`config.mk`:
```
export PLATFORM = sky130hd
export DESIGN_NAME = div_hilo_ctrl
export DESIGN_NICKNAME = d
export VERILOG_FILES = /design/src/rtl/div_hilo_ctrl.sv
export SDC_FILE = /design/constraint.sdc
export NUM_CORES = 1
export LEC_CHECK = 0
export ABC_AREA = 0
export BUFFER_PORTS_ARGS = -buffer_cell sky130_fd_sc_hd__buf_2
export CAP_MARGIN = 20
export CORE_UTILIZATION = 45
export DETAILED_ROUTE_END_ITERATION = 10
export PLACE_DENSITY = 0.8
export SETUP_SLACK_MARGIN = 0.1
export SYNTH_ARGS = -nofsm -noshare
export SYNTH_HDL_FRONTEND = slang
export SYNTH_SLANG_ARGS = --single-unit
```
`constraint.sdc`:
```
create_clock -name clock -period 2.6 [get_ports clock]
set_input_delay 0.52 -clock clock [delete_from_list [all_inputs] [get_ports clock]]
set_output_delay 0.52 -clock clock [all_outputs]
set_load 0.02 [all_outputs]
```
`src/rtl/div_hilo_ctrl.sv`:
```
// rtl/div_hilo_ctrl.sv - issue-side divide controller with HI/LO ownership
//
// Takes DIV/DIVU requests from execute, feeds operand magnitudes to an
// unsigned multicycle divider, sign-corrects its quotient and remainder,
// and commits them to HI/LO. Also services MTHI/MTLO and drives the stall.
//
// Ports:
//   clock, reset                 rising-edge clock, synchronous active-high reset
//   op_valid, op_signed          divide request, 1 = DIV / 0 = DIVU
//   rs_val, rt_val               dividend, divisor
//   flush                        abort outstanding divide, no commit
//   hi_we, lo_we, wdata          MTHI/MTLO writes (IDLE only)
//   stall                        freeze upstream pipeline
//   hi, lo                       architectural HI/LO
//   done                         one-cycle pulse on a divide commit
//   div_start                    divider start (registered)
//   div_dividend, div_divisor    operand magnitudes to the divider (registered)
//   div_q, div_r, div_busy       divider results and busy flag
module div_hilo_ctrl #(
    parameter int WIDTH = 32
) (
    input  logic             clock,
    input  logic             reset,
    input  logic             op_valid,
    input  logic             op_signed,
    input  logic [WIDTH-1:0] rs_val,
    input  logic [WIDTH-1:0] rt_val,
    input  logic             flush,
    input  logic             hi_we,
    input  logic             lo_we,
    input  logic [WIDTH-1:0] wdata,
    output logic             stall,
    output logic [WIDTH-1:0] hi,
    output logic [WIDTH-1:0] lo,
    output logic             done,
    output logic             div_start,
    output logic [WIDTH-1:0] div_dividend,
    output logic [WIDTH-1:0] div_divisor,
    input  logic [WIDTH-1:0] div_q,
    input  logic [WIDTH-1:0] div_r,
    input  logic             div_busy
);

    typedef enum logic [1:0] {
        S_IDLE,
        S_LAUNCH,
        S_WAIT,
        S_DRAIN
    } state_t;

    state_t state;
    logic   neg_q;
    logic   neg_r;
    logic   seen_busy;

    logic             accept;
    logic             rt_zero;
    logic             rs_neg;
    logic             rt_neg;
    logic [WIDTH-1:0] rs_mag;
    logic [WIDTH-1:0] rt_mag;
    logic [WIDTH-1:0] q_fixed;
    logic [WIDTH-1:0] r_fixed;

    always_comb begin
        accept  = op_valid & ~flush;
        rt_zero = (rt_val == '0);
        rs_neg  = op_signed & rs_val[WIDTH-1];
        rt_neg  = op_signed & rt_val[WIDTH-1];
        rs_mag  = rs_neg ? -rs_val : rs_val;
        rt_mag  = rt_neg ? -rt_val : rt_val;
        q_fixed = neg_q ? -div_q : div_q;
        r_fixed = neg_r ? -div_r : div_r;
        // Divide-by-zero completes in IDLE, so it never stalls.
        stall   = (state != S_IDLE) | (accept & ~rt_zero);
    end

    always_ff @(posedge clock) begin
        if (reset) begin
            state        <= S_IDLE;
            hi           <= '0;
            lo           <= '0;
            done         <= 1'b0;
            div_start    <= 1'b0;
            div_dividend <= '0;
            div_divisor  <= '0;
            neg_q        <= 1'b0;
            neg_r        <= 1'b0;
            seen_busy    <= 1'b0;
        end else begin
            done <= 1'b0;
            case (state)
                S_IDLE: begin
                    div_start <= 1'b0;
                    if (hi_we) hi <= wdata;
                    if (lo_we) lo <= wdata;
                    if (accept) begin
                        if (rt_zero) begin
                            hi   <= rs_val;
                            lo   <= '1;
                            done <= 1'b1;
                        end else begin
                            neg_q        <= rs_neg ^ rt_neg;
                            neg_r        <= rs_neg;
                            div_dividend <= rs_mag;
                            div_divisor  <= rt_mag;
                            if (div_busy) begin
                                // Divider still chewing on a flushed op:
                                // wait for it to finish before starting.
                                state     <= S_DRAIN;
                                seen_busy <= 1'b1;
                            end else begin
                                state     <= S_LAUNCH;
                                div_start <= 1'b1;
                            end
                        end
                    end
                end
                S_LAUNCH: begin
                    // Start was high for the whole cycle so the divider's
                    // falling-edge sample has caught it.
                    div_start <= 1'b0;
                    seen_busy <= 1'b0;
                    state     <= flush ? S_IDLE : S_WAIT;
                end
                S_WAIT: begin
                    if (flush) begin
                        state <= S_IDLE;
                    end else if (seen_busy && !div_busy) begin
                        lo    <= q_fixed;
                        hi    <= r_fixed;
                        done  <= 1'b1;
                        state <= S_IDLE;
                    end else if (div_busy) begin
                        seen_busy <= 1'b1;
                    end
                end
                S_DRAIN: begin
                    if (flush) begin
                        state <= S_IDLE;
                    end else if (seen_busy && !div_busy) begin
                        state     <= S_LAUNCH;
                        div_start <= 1'b1;
                    end else if (div_busy) begin
                        seen_busy <= 1'b1;
                    end
                end
                default: state <= S_IDLE;
            endcase
        end
    end

endmodule

```
# [Word level (Yosys, flattened, before mapping)]
# Cells that the tools add are included.
[classes] muxes=42 n_bitwise=8 n_addsub=4 n_eq_ne=13 n_reduce_logical=13
[op_table] cell="32-bit two-way mux" count=14
[op_table] cell="32-bit negation" count=4
[op_table] cell="32-bit one-hot mux with 2 select lines" count=2
[op_table] cell="32-bit logical NOT" count=1
[op_table] cell="2-bit two-way mux" count=8
[op_table] cell="2-bit != test, second input constant" count=8
[op_table] cell="1-bit two-way mux" count=14
[op_table] cell="3-bit AND reduction" count=3
[op_table] cell="2-bit one-hot mux with 4 select lines" count=1
[op_table] cell="4-bit AND reduction" count=2
[op_table] cell="3-bit != test, second input constant" count=2
[op_table] cell="1-bit one-hot mux with 3 select lines" count=2
[op_table] cell="1-bit bitwise AND" count=4
[op_table] cell="2-bit equality test, second input constant" count=2
[op_table] cell="2-bit nonzero test" count=2
[op_table] cell="3-bit nonzero test" count=1
[op_table] cell="2-bit by 1-bit equality test with 1-bit output, second input constant" count=1
[op_table] cell="2-bit logical NOT" count=1
[op_table] cell="1-bit inverter" count=2
[op_table] cell="1-bit one-hot mux with 2 select lines" count=1
[op_table] cell="2-bit OR reduction" count=1
[op_table] cell="1-bit logical AND" count=1
[op_table] cell="1-bit logical NOT" count=1
[op_table] cell="1-bit OR" count=1
[op_table] cell="1-bit bitwise XOR" count=1
[word_totals] elab_cells=90 output_inout_bits=131 inputBits=168 ff_bits=135

# [Logic depth before layout (Yosys ltp)]
# Gate-level depths: netlist (run 1).
[logic_depth] depth_word=5 mapped_depth=10 mapped_depth_nobuf=8

# [Least setup slack after synthesis (run 1)]
# No wires, ideal clock.
[synth_path] path_type="input to register" from="input port div_r[22]" to="register hi[27]" setup_ps=112 path_slack_ps=13 required_ps=2488 path_buffers=0 path_stages=6 arrival_time_ps=2475 cell_sequence="or4_1 or4_1 or3_1 o21ai_1 xor2_1 a2111oi_1"
[synth_via] elab_chain_cells=5
[synth_rtl] item="from (decl)" line_no="40" source="input logic [WIDTH-1:0] div_r,"
[synth_rtl] item="32-bit negation" line_no="73" source="r_fixed = neg_r ? -div_r : div_r;"
[synth_rtl] item="32-bit two-way mux" line_no="73"
[synth_rtl] item="32-bit two-way mux" line_no="129" source="end else if (seen_busy && !div_busy) begin"
[synth_rtl] item="32-bit two-way mux" line_no="127" source="if (flush) begin"
[synth_rtl] item="32-bit one-hot mux with 2 select lines" line_no="92" source="case (state)"
[synth_rtl] item="to (signal assigned)" line_no="95" source="if (hi_we) hi <= wdata;"
[synth_rtl] item="to (signal assigned)" line_no="99" source="hi <= rs_val;"
[synth_rtl] item="to (signal assigned)" line_no="131" source="hi <= r_fixed;"
[synth_rtl] item="to (decl)" line_no="33" source="output logic [WIDTH-1:0] hi,"
# Every way passes these cells. The select of a mux whose other input is x is not followed.
# A chain may end at the register's enable or synchronous reset.

# [Worst setup path in the final report (run 1)]
[layout_path] from="input port rt_val[15]" to="output port stall"
[layout_via] elab_chain_cells=4
[layout_rtl] item="from (decl)" line_no="27" source="input logic [WIDTH-1:0] rt_val,"
[layout_rtl] item="32-bit logical NOT" line_no="67" source="rt_zero = (rt_val == '0);"
[layout_rtl] item="1-bit inverter (no line)"
[layout_rtl] item="1-bit bitwise AND" line_no="75" source="stall = (state != S_IDLE) | (accept & ~rt_zero);"
[layout_rtl] item="1-bit OR" line_no="75"
[layout_rtl] item="to (decl)" line_no="32" source="output logic stall,"
# Every way passes these cells.

==> reports/qor.csv, run 1 <==
stage;metric;value;unit
yosys;Synth cell types;68;
finish;Final Cell Area;12400;µm²
critical_path;crit end category;primary output;
global_route;global router's overall resource usage;30.9;%
finish;commonest non-fill, non-tap cell in the layout;buf_2;
routing;routed wire length per instance;19.2;µm
yosys;EDFF count, synth;0;
critical_path;CP startpoint kind;primary input;
clock_tree;Clock Latency Late Sink;430;ps
run_status;outcome;complete, but fails checks;
clock_tree;hold_buf cts;0;
yosys;mapped cell area;9270;µm²
critical_path;required time worst endpoint;2080;ps
timing;Fin Setup TNS;-110;ps
yosys;Syn Area/Cell;8.17;µm²
timing;max-slew violations;0;
die;die area;21200;µm²
die;io pins;299;
global_route;initial antenna violation count;13;
critical_path;Largest stage delay, worst path;550;ps
global_route;number of global-route vias before repair;9579;
global_route;pin count of the biggest net entering global routing;62;
global_route;global-route wire length before repair;51800;µm
timing;relative slew slack;60.1;%
yosys;Syn Inst Count;1135;
yosys;Yosys reg bits;135;
critical_path;critical path's slowest cell;or4_4;
finish;area grow syn2layout;33.5;%
routing;Routed WL;33800;µm
clock_tree;CTS tree;built;
timing;Max Fclk;369;MHz
routing;Iter 0 DRT Violations;920;
finish;fin nets;1634;
yosys;Yosys top cell by area;dfxtp_1;
yosys;post-synth net total;1307;
clock_tree;clk sink count;135;
die;Chip Width;146;µm
timing;Worst Tran Pin Value;599;ps
run_status;failing checks;negative setup slack;
timing;RSZ-0062 raised after global routing;yes;
yosys;post-synth top area share;29.1;%
clock_tree;Max Root-Sink Buffers;2;
routing;via count;10428;
place;routability cong.;0.968;
clock_tree;CTS Root Cell;clkbuf_16;
pwr;Pleak;5.21;nW
critical_path;Top delay family on crit path;simple AND/OR/NAND/NOR gates;
critical_path;critical path type;in2out;
timing;Tcrit/Tclk final;104;%
pwr;Final Power;6.80;mW
die;Initial Utilization;45.8;%
timing;Worst Clk Skew;9.23;ps
critical_path;CP arrival;2190;ps
yosys;Synth warnings;0;
die;Core Region;20200;µm²
pwr;total power per unit cell area;549;nW/µm²
routing;remaining antenna violation count after routing;0;
timing;final-report hold violation count;0;
place;Inst Count DP;1712;
timing;final worst slack;-110;ps
routing;DRC violation count after routing;0;
yosys;Synth async-reset ratio;0;%
clock_tree;Worst-path clk slew;60;ps
finish;non-filler instance count after layout;1756;
yosys;synth top area cells;dfxtp_1 (29%), a211oi_2 (7.2%), xnor2_1 (6.4%);
clock_tree;H-Tree Depth;4;
yosys;Synth Flop Type;dfxtp_1;
global_route;total grt overflow;0;
place;hpwl dp;25500;µm
place;I/O Buffers;298;
worst_hold_path;HP Class;in2reg;
job;Max-Cap Viols;0;
routing;vias per std cell;5.94;
clock_tree;Num CTS Buffers;17;
die;Die Y;146;µm
pwr;Max IR drop VDD;0.000466;V
place;Area after DPL;11700;µm²
timing;Min Clock Period, post-route;2710;ps
critical_path;worst path buffer plus inverter count;3;
timing;Final setup viols;1;
routing;Pre-antenna DRT Iters;5;
die;Cell Rows;52;
critical_path;Crit path top cell by count;buf_6;
critical_path;CP Cell Sequence;buf_6 > or4_4 > nor4_4 > buf_4 > nand4_1 > and2_4 > nand2b_4 > buf_6;
finish;most frequent cells in the layout;buf_2 (295), dfxtp_1 (135), nor2_1 (94);
critical_path;crit path max fanout;2;
yosys;post-synthesis sequential area ratio;29.1;%
finish;layout cell share with drive strength beyond 1;36.9;%
==> path summary, 6_finish.rpt <==
| check | end | startpoint | slack, ps | cells after the start |
|---|---|---|---|---|
| worst max-delay path | stall | rt_val[15] | -110 | 8 |
| worst min-delay path | div_divisor[0] | rt_val[0] | 350 | 3 |
| worst max register to register | hi[31] | seen_busy | 380 | 6 |
| worst min register to register | div_divisor[17] | div_divisor[17] | 450 | 2 |
==> worst min-delay path, stage by stage <==
cell	delay, ps
buf_2	110
nand2_1	50
a21oi_1	50
==> kinds of logic after synthesis <==
logic type / after synthesis / synth area share (%)
AOI/OAI and AO/OA: 363 / 29.6
xor gates and xnor gates: 110 / 10.4
adders and majority gates: 4 / 0.540
buffers and inverters: 119 / 5.78
DFF: 135 / 29.1
muxes: 57 / 6.21
and+or+nand+nor: 347 / 18.3
==> repair_timing <==
item / 4_1_cts / 5_1_grt
gates resized for setup: 6 / 0
hold endpoints to repair: 0 / 0
endpoints found under the setup margin: 1 / 1
gates cloned: 0 / 0
pin swaps: 5 / 0
buffers inserted: 1 / 0
==> synthesized netlist by cell type (6+ instances only) <==
cell type  count
dfxtp_1      135
nor2_1       126
nand2_1       77
xnor2_1       68
clkbuf_1      65
o21ai_0       63
a21oi_1       62
a211oi_2      53
mux2i_1       53
xor2_1        42
nor3_1        33
inv_1         30
o31ai_1       29
a31oi_1       23
a211oi_1      21
o41ai_1       17
nand3_1       16
or3_1         16
nor4_1        13
or4_1         13
o22ai_1       12
buf_6         10
nand4_1       10
a22oi_1        8
buf_2          8
a2111oi_1      7
a221oi_1       7
nand2b_1       6
o211ai_1       6
or2_2          6
==> per-stage QoR <==
stage / hold slack [ps] / util (%) / worst slack (ps)
floorplan: 455 / - / 77.2
global placement: 438 / 57.7 / -181
detailed placement: 446 / 57.7 / -207
CTS: 340 / 61.0 / -85.9
global route: 357 / 61.2 / -169
finish: 354 / 61.2 / -110
==> state kept, by name, indices dropped and copies added, names as in the netlist <==
register / flops
hi: 32
div_divisor: 32
lo: 32
done: 1
div_start: 1
neg_q: 1
div_dividend: 32
state: 2
neg_r: 1
seen_busy: 1
==> layout make-up <==
| class | count | area [µm²] |
|---|---|---|
| Fill cell | 1756 | 7860 |
| Multi-Input combinational cell | 881 | 6170 |
| Sequential cell | 135 | 2700 |
| Timing Repair Buffer | 397 | 2390 |
| Clock buffer | 19 | 443 |
| Tap cell | 270 | 338 |
| Clock inverter | 13 | 194 |
| Inverter | 30 | 113 |
| Antenna cell | 11 | 27.5 |
==> power breakdown <==
| part | internal, mW | switching, mW | leakage, nW | total, mW |
|---|---|---|---|---|
| registers | 2.25 | 0.139 | 1.11 | 2.39 |
| logic | 0.698 | 1.06 | 3.79 | 1.76 |
| clock network | 1.65 | 1.00 | 0.309 | 2.65 |
==> per-layer routing <==
metal / up-vias / wire length, µm / track usage (%)
li1: 4872 / - / -
met1: 4859 / 13900 / 41.2
met2: 593 / 15200 / 47.7
met3: 100 / 3310 / 6.49
met4: 4 / 1280 / 14.6
met5: - / 24 / 0
(Power assumes the default switching activity.)
==> run 2, diff against run 1 <==
- CORE_UTILIZATION: 45 -> 43
- PLACE_DENSITY: 0.8 -> 0.77
==> run 2 against run 1 <==
Effect of this change:
- the run still ends with negative setup slack left
- final cell count rose by 0.91%
- flip-flop and latch count did not move
- die area grew 4.6%
- wire length grew 6.1%
- clock power increased by 3%
- utilization increased by 0.54 points
- clock skew rose by 2.7 ps
- setup slack worse by 5.4 ps
- register-to-register slack lost 80 ps
- first-iteration DRC count decreased by 9.8%
- clock-buffer cell count shrank 1
- critical path depth unchanged
- critical path type unchanged
==> reports/qor.csv, run 2 (synthesized netlist as in run 1, its figures left out) <==
stage;metric;value;unit;change
critical_path;crit end category;primary output;;unchanged
critical_path;crit path max fanout;3;;was 2
run_status;failing checks;negative setup slack;;unchanged
global_route;total grt overflow;0;;unchanged
die;Core Region;21100;µm²;was 20200 µm²
timing;Worst Tran Pin Value;691;ps;was 599 ps
timing;Tcrit/Tclk final;104;%;about the same
timing;final-report hold violation count;0;;unchanged
clock_tree;Worst-path clk slew;60;ps;about the same
pwr;total power per unit cell area;540;nW/µm²;was 549 nW/µm²
routing;routed wire length per instance;20.2;µm;was 19.2 µm
routing;remaining antenna violation count after routing;0;;unchanged
critical_path;required time worst endpoint;2080;ps;about the same
clock_tree;hold_buf cts;0;;unchanged
global_route;global-route wire length before repair;52600;µm;was 51800 µm
finish;Final Cell Area;13000;µm²;was 12400 µm²
die;Initial Utilization;44.0;%;was 45.8%
clock_tree;CTS Root Cell;clkbuf_16;;unchanged
global_route;pin count of the biggest net entering global routing;48;;was 62
critical_path;worst path buffer plus inverter count;3;;unchanged
critical_path;Crit path top cell by count;buf_6;;unchanged
critical_path;critical path type;in2out;;unchanged
place;Area after DPL;11700;µm²;about the same
critical_path;CP startpoint kind;primary input;;unchanged
critical_path;Largest stage delay, worst path;540;ps;was 550 ps
critical_path;CP arrival;2200;ps;was 2190 ps
die;die area;22200;µm²;was 21200 µm²
critical_path;critical path's slowest cell;or4_4;;unchanged
finish;fin nets;1649;;was 1634
finish;layout cell share with drive strength beyond 1;40.5;%;was 36.9%
timing;Max Fclk;368;MHz;was 369 MHz
die;io pins;299;;unchanged
global_route;initial antenna violation count;8;;was 13
worst_hold_path;HP Class;in2reg;;unchanged
routing;Iter 0 DRT Violations;830;;was 920
critical_path;Top delay family on crit path;simple AND/OR/NAND/NOR gates;;unchanged
run_status;outcome;complete, but fails checks;;unchanged
job;Max-Cap Viols;0;;unchanged
timing;max-slew violations;0;;unchanged
place;I/O Buffers;298;;unchanged
timing;Final setup viols;1;;unchanged
global_route;global router's overall resource usage;30.6;%;was 30.9%
pwr;Max IR drop VDD;0.000530;V;was 0.000466 V
routing;Routed WL;35800;µm;was 33800 µm
place;routability cong.;0.943;;was 0.968
clock_tree;Max Root-Sink Buffers;2;;unchanged
clock_tree;H-Tree Depth;4;;unchanged
timing;final worst slack;-116;ps;was -110 ps
clock_tree;Clock Latency Late Sink;430;ps;about the same
die;Cell Rows;53;;was 52
pwr;Pleak;5.46;nW;was 5.21 nW
finish;most frequent cells in the layout;buf_2 (293), dfxtp_1 (135), buf_4 (94);;was buf_2 (295), dfxtp_1 (135), nor2_1 (94)
timing;RSZ-0062 raised after global routing;yes;;unchanged
die;Die Y;149;µm;was 146 µm
routing;vias per std cell;5.97;;was 5.94
clock_tree;CTS tree;built;;unchanged
timing;Min Clock Period, post-route;2720;ps;was 2710 ps
routing;DRC violation count after routing;0;;unchanged
clock_tree;Num CTS Buffers;17;;unchanged
global_route;number of global-route vias before repair;9820;;was 9579
critical_path;CP Cell Sequence;buf_6 > or4_4 > nor4_2 > buf_4 > nand4_1 > and2_4 > nand2b_4 > buf_6;;was buf_6 > or4_4 > nor4_4 > buf_4 > nand4_1 > and2_4 > nand2b_4 > buf_6
place;hpwl dp;26000;µm;was 25500 µm
finish;area grow syn2layout;40.3;%;was 33.5%
finish;commonest non-fill, non-tap cell in the layout;buf_2;;unchanged
timing;relative slew slack;53.9;%;was 60.1%
timing;Min Hold Slack;381;ps;was 354 ps
routing;Pre-antenna DRT Iters;7;;was 5
die;Chip Width;149;µm;was 146 µm
timing;Worst Clk Skew;11.9;ps;was 9.23 ps
clock_tree;clk sink count;135;;unchanged
routing;via count;10585;;was 10428
-- run 2: cell count changes in the layout (fill, tap and decap cells not counted), sizes merged --
cell and delta:
clkbuf +5, diode -4, clkinv -2, buf +8, and3 +1, inv +3
-- run 2: final cells by class --
type | instances | area, µm²
multi-input cells | 882 | 6540
clock inverters | 14 | 211
fillers | 1806 | 8080
inverters | 30 | 113
diodes | 7 | 17.5
repair buffers | 411 | 2640
well taps | 275 | 344
flip-flops and latches | 135 | 2700
clock buffers | 18 | 439
-- run 2: routing by layer --
metal	part of all wire (%)	vias up	global-route usage, %
met2	46	549	48.4
met1	41	5021	39.8
met5	0.031	-	0
li1	-	4919	-
met3	8.9	94	6.67
met4	3.6	2	13.6
-- run 2: worst register-to-register path, cell delays in order, from the launching register on --
cell and delay, ps:
dfxtp_1 670, inv_1 290, nor2_1 220, nand2_1 320, nor2_1 480, a22oi_1 130, o21ai_0 110
-- run 2: timing repair --
item	CTS	global route
cloned	0	7
pin swaps	78	5
setup endpoints to repair	1	67
gates resized for setup	100	8
buffers inserted	7	2
-- run 2: path summary, 6_finish.rpt --
| check | from | end | slack (ps) | depth (start not counted) |
|---|---|---|---|---|
| setup / recovery | rt_val[11] | stall | -120 | 8 |
| hold / removal | div_busy | state[1] | 380 | 3 |
| setup reg to reg | state[1] | hi[1] | 300 | 6 |
| hold reg to reg | neg_r | neg_r | 450 | 2 |
-- run 2: through the flow --
stage          setup WS, ps  util (%)  TNS (ps)  power [mW]  cells
6_report               -116      61.7      -116        7.03   1772
5_1_grt                -126      61.7      -126        7.29   1771
2_1_floorplan          77.2         -         0        3.45   1135
3_5_place_dp           -181      55.4     -8140        4.15   1719
4_1_cts               -57.5      60.7     -57.5        6.95   1758
3_3_place_gp           -153      55.4     -3560        4.12   1719
-- run 2: power by group --
part,switching (mW),leakage [nW],internal (mW)
registers,0.164,1.11,2.25
clock network,1.06,0.316,1.66
logic,1.12,4.03,0.775
total,2.35,5.46,4.68
==> run 3, diff against run 2 <==
- PLACE_DENSITY: 0.77 -> 0.74
- clock period: 2.6 -> 2.86 ns (I/O delays scaled with it)
==> run 3 against run 2 <==
Effect of this change:
- the flow now finishes without violations
- clock-buffer cell count did not move
- via count fell by 4.2%
- critical path depth fell by 1
- utilization fell by 4.9 points
- die area did not move
- design area fell by 8.0%
- total power fell by 14%
- sequential power fell by 10%
- setup slack improved by 240 ps
- clock skew fell by 0.56 ps
- non-clock buffer count fell by 45
- combinational power fell by 18%
- critical endpoint unchanged
- largest power group unchanged
==> reports/qor.csv, run 3 (synthesized netlist as in run 1, its figures left out) <==
stage;metric;value;unit;change
die;die area;22200;µm²;unchanged
critical_path;CP arrival;2160;ps;was 2200 ps
routing;DRC violation count after routing;0;;unchanged
place;routability cong.;0.990;;was 0.943
pwr;Pleak;5.01;nW;was 5.46 nW
die;Core Region;21100;µm²;unchanged
timing;max-slew violations;0;;unchanged
critical_path;Largest stage delay, worst path;550;ps;was 540 ps
finish;area grow syn2layout;29.2;%;was 40.3%
critical_path;Crit path top cell by count;buf_6;;unchanged
routing;Routed WL;33600;µm;was 35800 µm
finish;Storage cell area;2700;µm²;unchanged
clock_tree;CTS Root Cell;clkbuf_16;;unchanged
finish;commonest non-fill, non-tap cell in the layout;buf_2;;unchanged
routing;remaining antenna violation count after routing;0;;unchanged
global_route;global router's overall resource usage;29.4;%;was 30.6%
timing;Fin Setup TNS;0;ps;was -116 ps
clock_tree;Worst-path clk slew;60;ps;about the same
global_route;initial antenna violation count;3;;was 8
clock_tree;hold_buf cts;0;;unchanged
die;Chip Width;149;µm;unchanged
critical_path;critical path's slowest cell;or4_4;;unchanged
finish;layout cell share with drive strength beyond 1;33.2;%;was 40.5%
finish;Final Cell Area;12000;µm²;was 13000 µm²
finish;Post-Route Utilization;56.8;%;was 61.7%
clock_tree;CTS tree;built;;unchanged
routing;Pre-antenna DRT Iters;5;;was 7
critical_path;CP Cell Sequence;buf_6 > or4_4 > nor4b_4 > nand4_1 > and2_4 > nand2b_4 > buf_6;;was buf_6 > or4_4 > nor4_2 > buf_4 > nand4_1 > and2_4 > nand2b_4 > buf_6
timing;Final setup viols;0;;was 1
clock_tree;Num CTS Buffers;17;;unchanged
timing;Min Clock Period, post-route;2730;ps;
finish;Layout fillers;1968;;was 1806
timing;Worst Tran Pin Value;1010;ps;was 691 ps
die;Die Y;149;µm;unchanged
clock_tree;Max Root-Sink Buffers;2;;unchanged
place;hpwl dp;25600;µm;was 26000 µm
routing;vias per std cell;5.88;;was 5.97
place;Inst Count DP;1682;;was 1719
routing;via count;10136;;was 10585
critical_path;critical path type;in2out;;unchanged
pwr;total power per unit cell area;503;nW/µm²;was 540 nW/µm²
global_route;number of global-route vias before repair;8994;;was 9820
run_status;outcome;finished clean;;was complete, but fails checks
place;pre-CTS worst setup slack;0.0686;ps;was -181 ps
clock_tree;Clock Latency Late Sink;440;ps;was 430 ps
finish;fin nets;1603;;was 1649
clock_tree;clk sink count;135;;unchanged
place;I/O Buffers;298;;unchanged
critical_path;required time worst endpoint;2290;ps;was 2080 ps
timing;Worst Clk Skew;11.4;ps;was 11.9 ps
pwr;Net Sw Power;1.99;mW;was 2.35 mW
routing;Iter 0 DRT Violations;780;;was 830
pwr;clock network power share;38.3;%;was 38.7%
pwr;P_int;4.03;mW;was 4.68 mW
critical_path;crit end category;primary output;;unchanged
pwr;Max IR drop VDD;0.000406;V;was 0.000530 V
routing;routed wire length per instance;19.5;µm;was 20.2 µm
clock_tree;H-Tree Depth;4;;unchanged
die;Initial Utilization;44.0;%;unchanged
finish;Multi-input gate area;6080;µm²;was 6540 µm²
global_route;global-route wire length before repair;50300;µm;was 52600 µm
place;Area after DPL;11300;µm²;was 11700 µm²
timing;final-report hold violation count;0;;unchanged
die;io pins;299;;unchanged
pwr;Comb power frac;25.7;%;was 27.0%
timing;Tcrit/Tclk final;95.6;%;
global_route;pin count of the biggest net entering global routing;86;;was 48
timing;final worst slack;126;ps;was -116 ps
pwr;switching share of power;33.1;%;was 33.4%
job;Max-Cap Viols;0;;unchanged
pwr;register share of total power;36.0;%;was 34.3%
timing;RSZ-0062 raised after global routing;no;;was yes
global_route;total grt overflow;0;;unchanged
pwr;Final Power;6.02;mW;was 7.03 mW
finish;most frequent cells in the layout;buf_2 (293), dfxtp_1 (135), nor2_1 (124);;was buf_2 (293), dfxtp_1 (135), buf_4 (94)
worst_hold_path;HP Class;in2reg;;unchanged
die;Cell Rows;53;;unchanged
critical_path;CP startpoint kind;primary input;;unchanged
critical_path;crit path max fanout;2;;was 3
finish;non-filler instance count after layout;1724;;was 1772
timing;Max Fclk;366;MHz;
timing;relative slew slack;32.6;%;was 53.9%
timing;Min Hold Slack;403;ps;was 381 ps
[run 3: changes by cell type in the layout (fill, tap and decap cells not counted), sizes merged]
cell    change
bufinv      -1
clkbuf      -6
inv         -5
and3        -1
diode       -2
buf        -39
clkinv      +6
[run 3: cell type report]
cell class              instances  share of cell area (%)
repair buffers                366                    17.7
clock buffers                  18                    3.58
diodes                          5                   0.104
well taps                     275                    2.87
clock inverters                14                    1.48
flip-flops and latches        135                    22.6
inverters                      30                   0.940
multi-input cells             881                    50.8
[run 3: timing repair]
item | in CTS | in global routing
pin swaps | 4 | 5
gates resized for setup | 7 | 3
setup endpoints to repair | 1 | 1
setup buffers | 4 | 1
[run 3: power by group through the flow]
| stage | Clock (mW) | Combinational [mW] | Sequential, mW |
|---|---|---|---|
| global placement | 0 | 1.50 | 2.20 |
| floorplan | 0 | 0.748 | 2.37 |
| detailed placement | 0 | 1.52 | 2.20 |
| finish | 2.30 | 1.55 | 2.17 |
| global route | 2.41 | 1.67 | 2.19 |
| CTS | 2.32 | 1.54 | 2.16 |
[run 3: routing by layer]
layer  vias to the layer above  global-route usage, %  part of all wire, %
met1                      4791                   39.4                   43
met3                        53                   6.70                  9.2
li1                       4819                      -                    -
met4                         0                   9.18                  2.1
met2                       473                   46.5                   46
met5                         -                      0                    0
[run 3: critical path, delay by kind of cell]
kind          cells  cell delay, ps
buf+inv           2             220
simple gates      5            1350
[run 3: worst paths after layout]
path | startpoint | endpoint | slack [ps] | depth (start not counted)
worst max register to register | seen_busy | hi[2] | 680 | 7
worst max-delay path | rt_val[2] | stall | 130 | 7
worst min-delay path | rt_val[0] | div_divisor[0] | 400 | 3
worst min register to register | div_divisor[25] | div_divisor[25] | 450 | 2
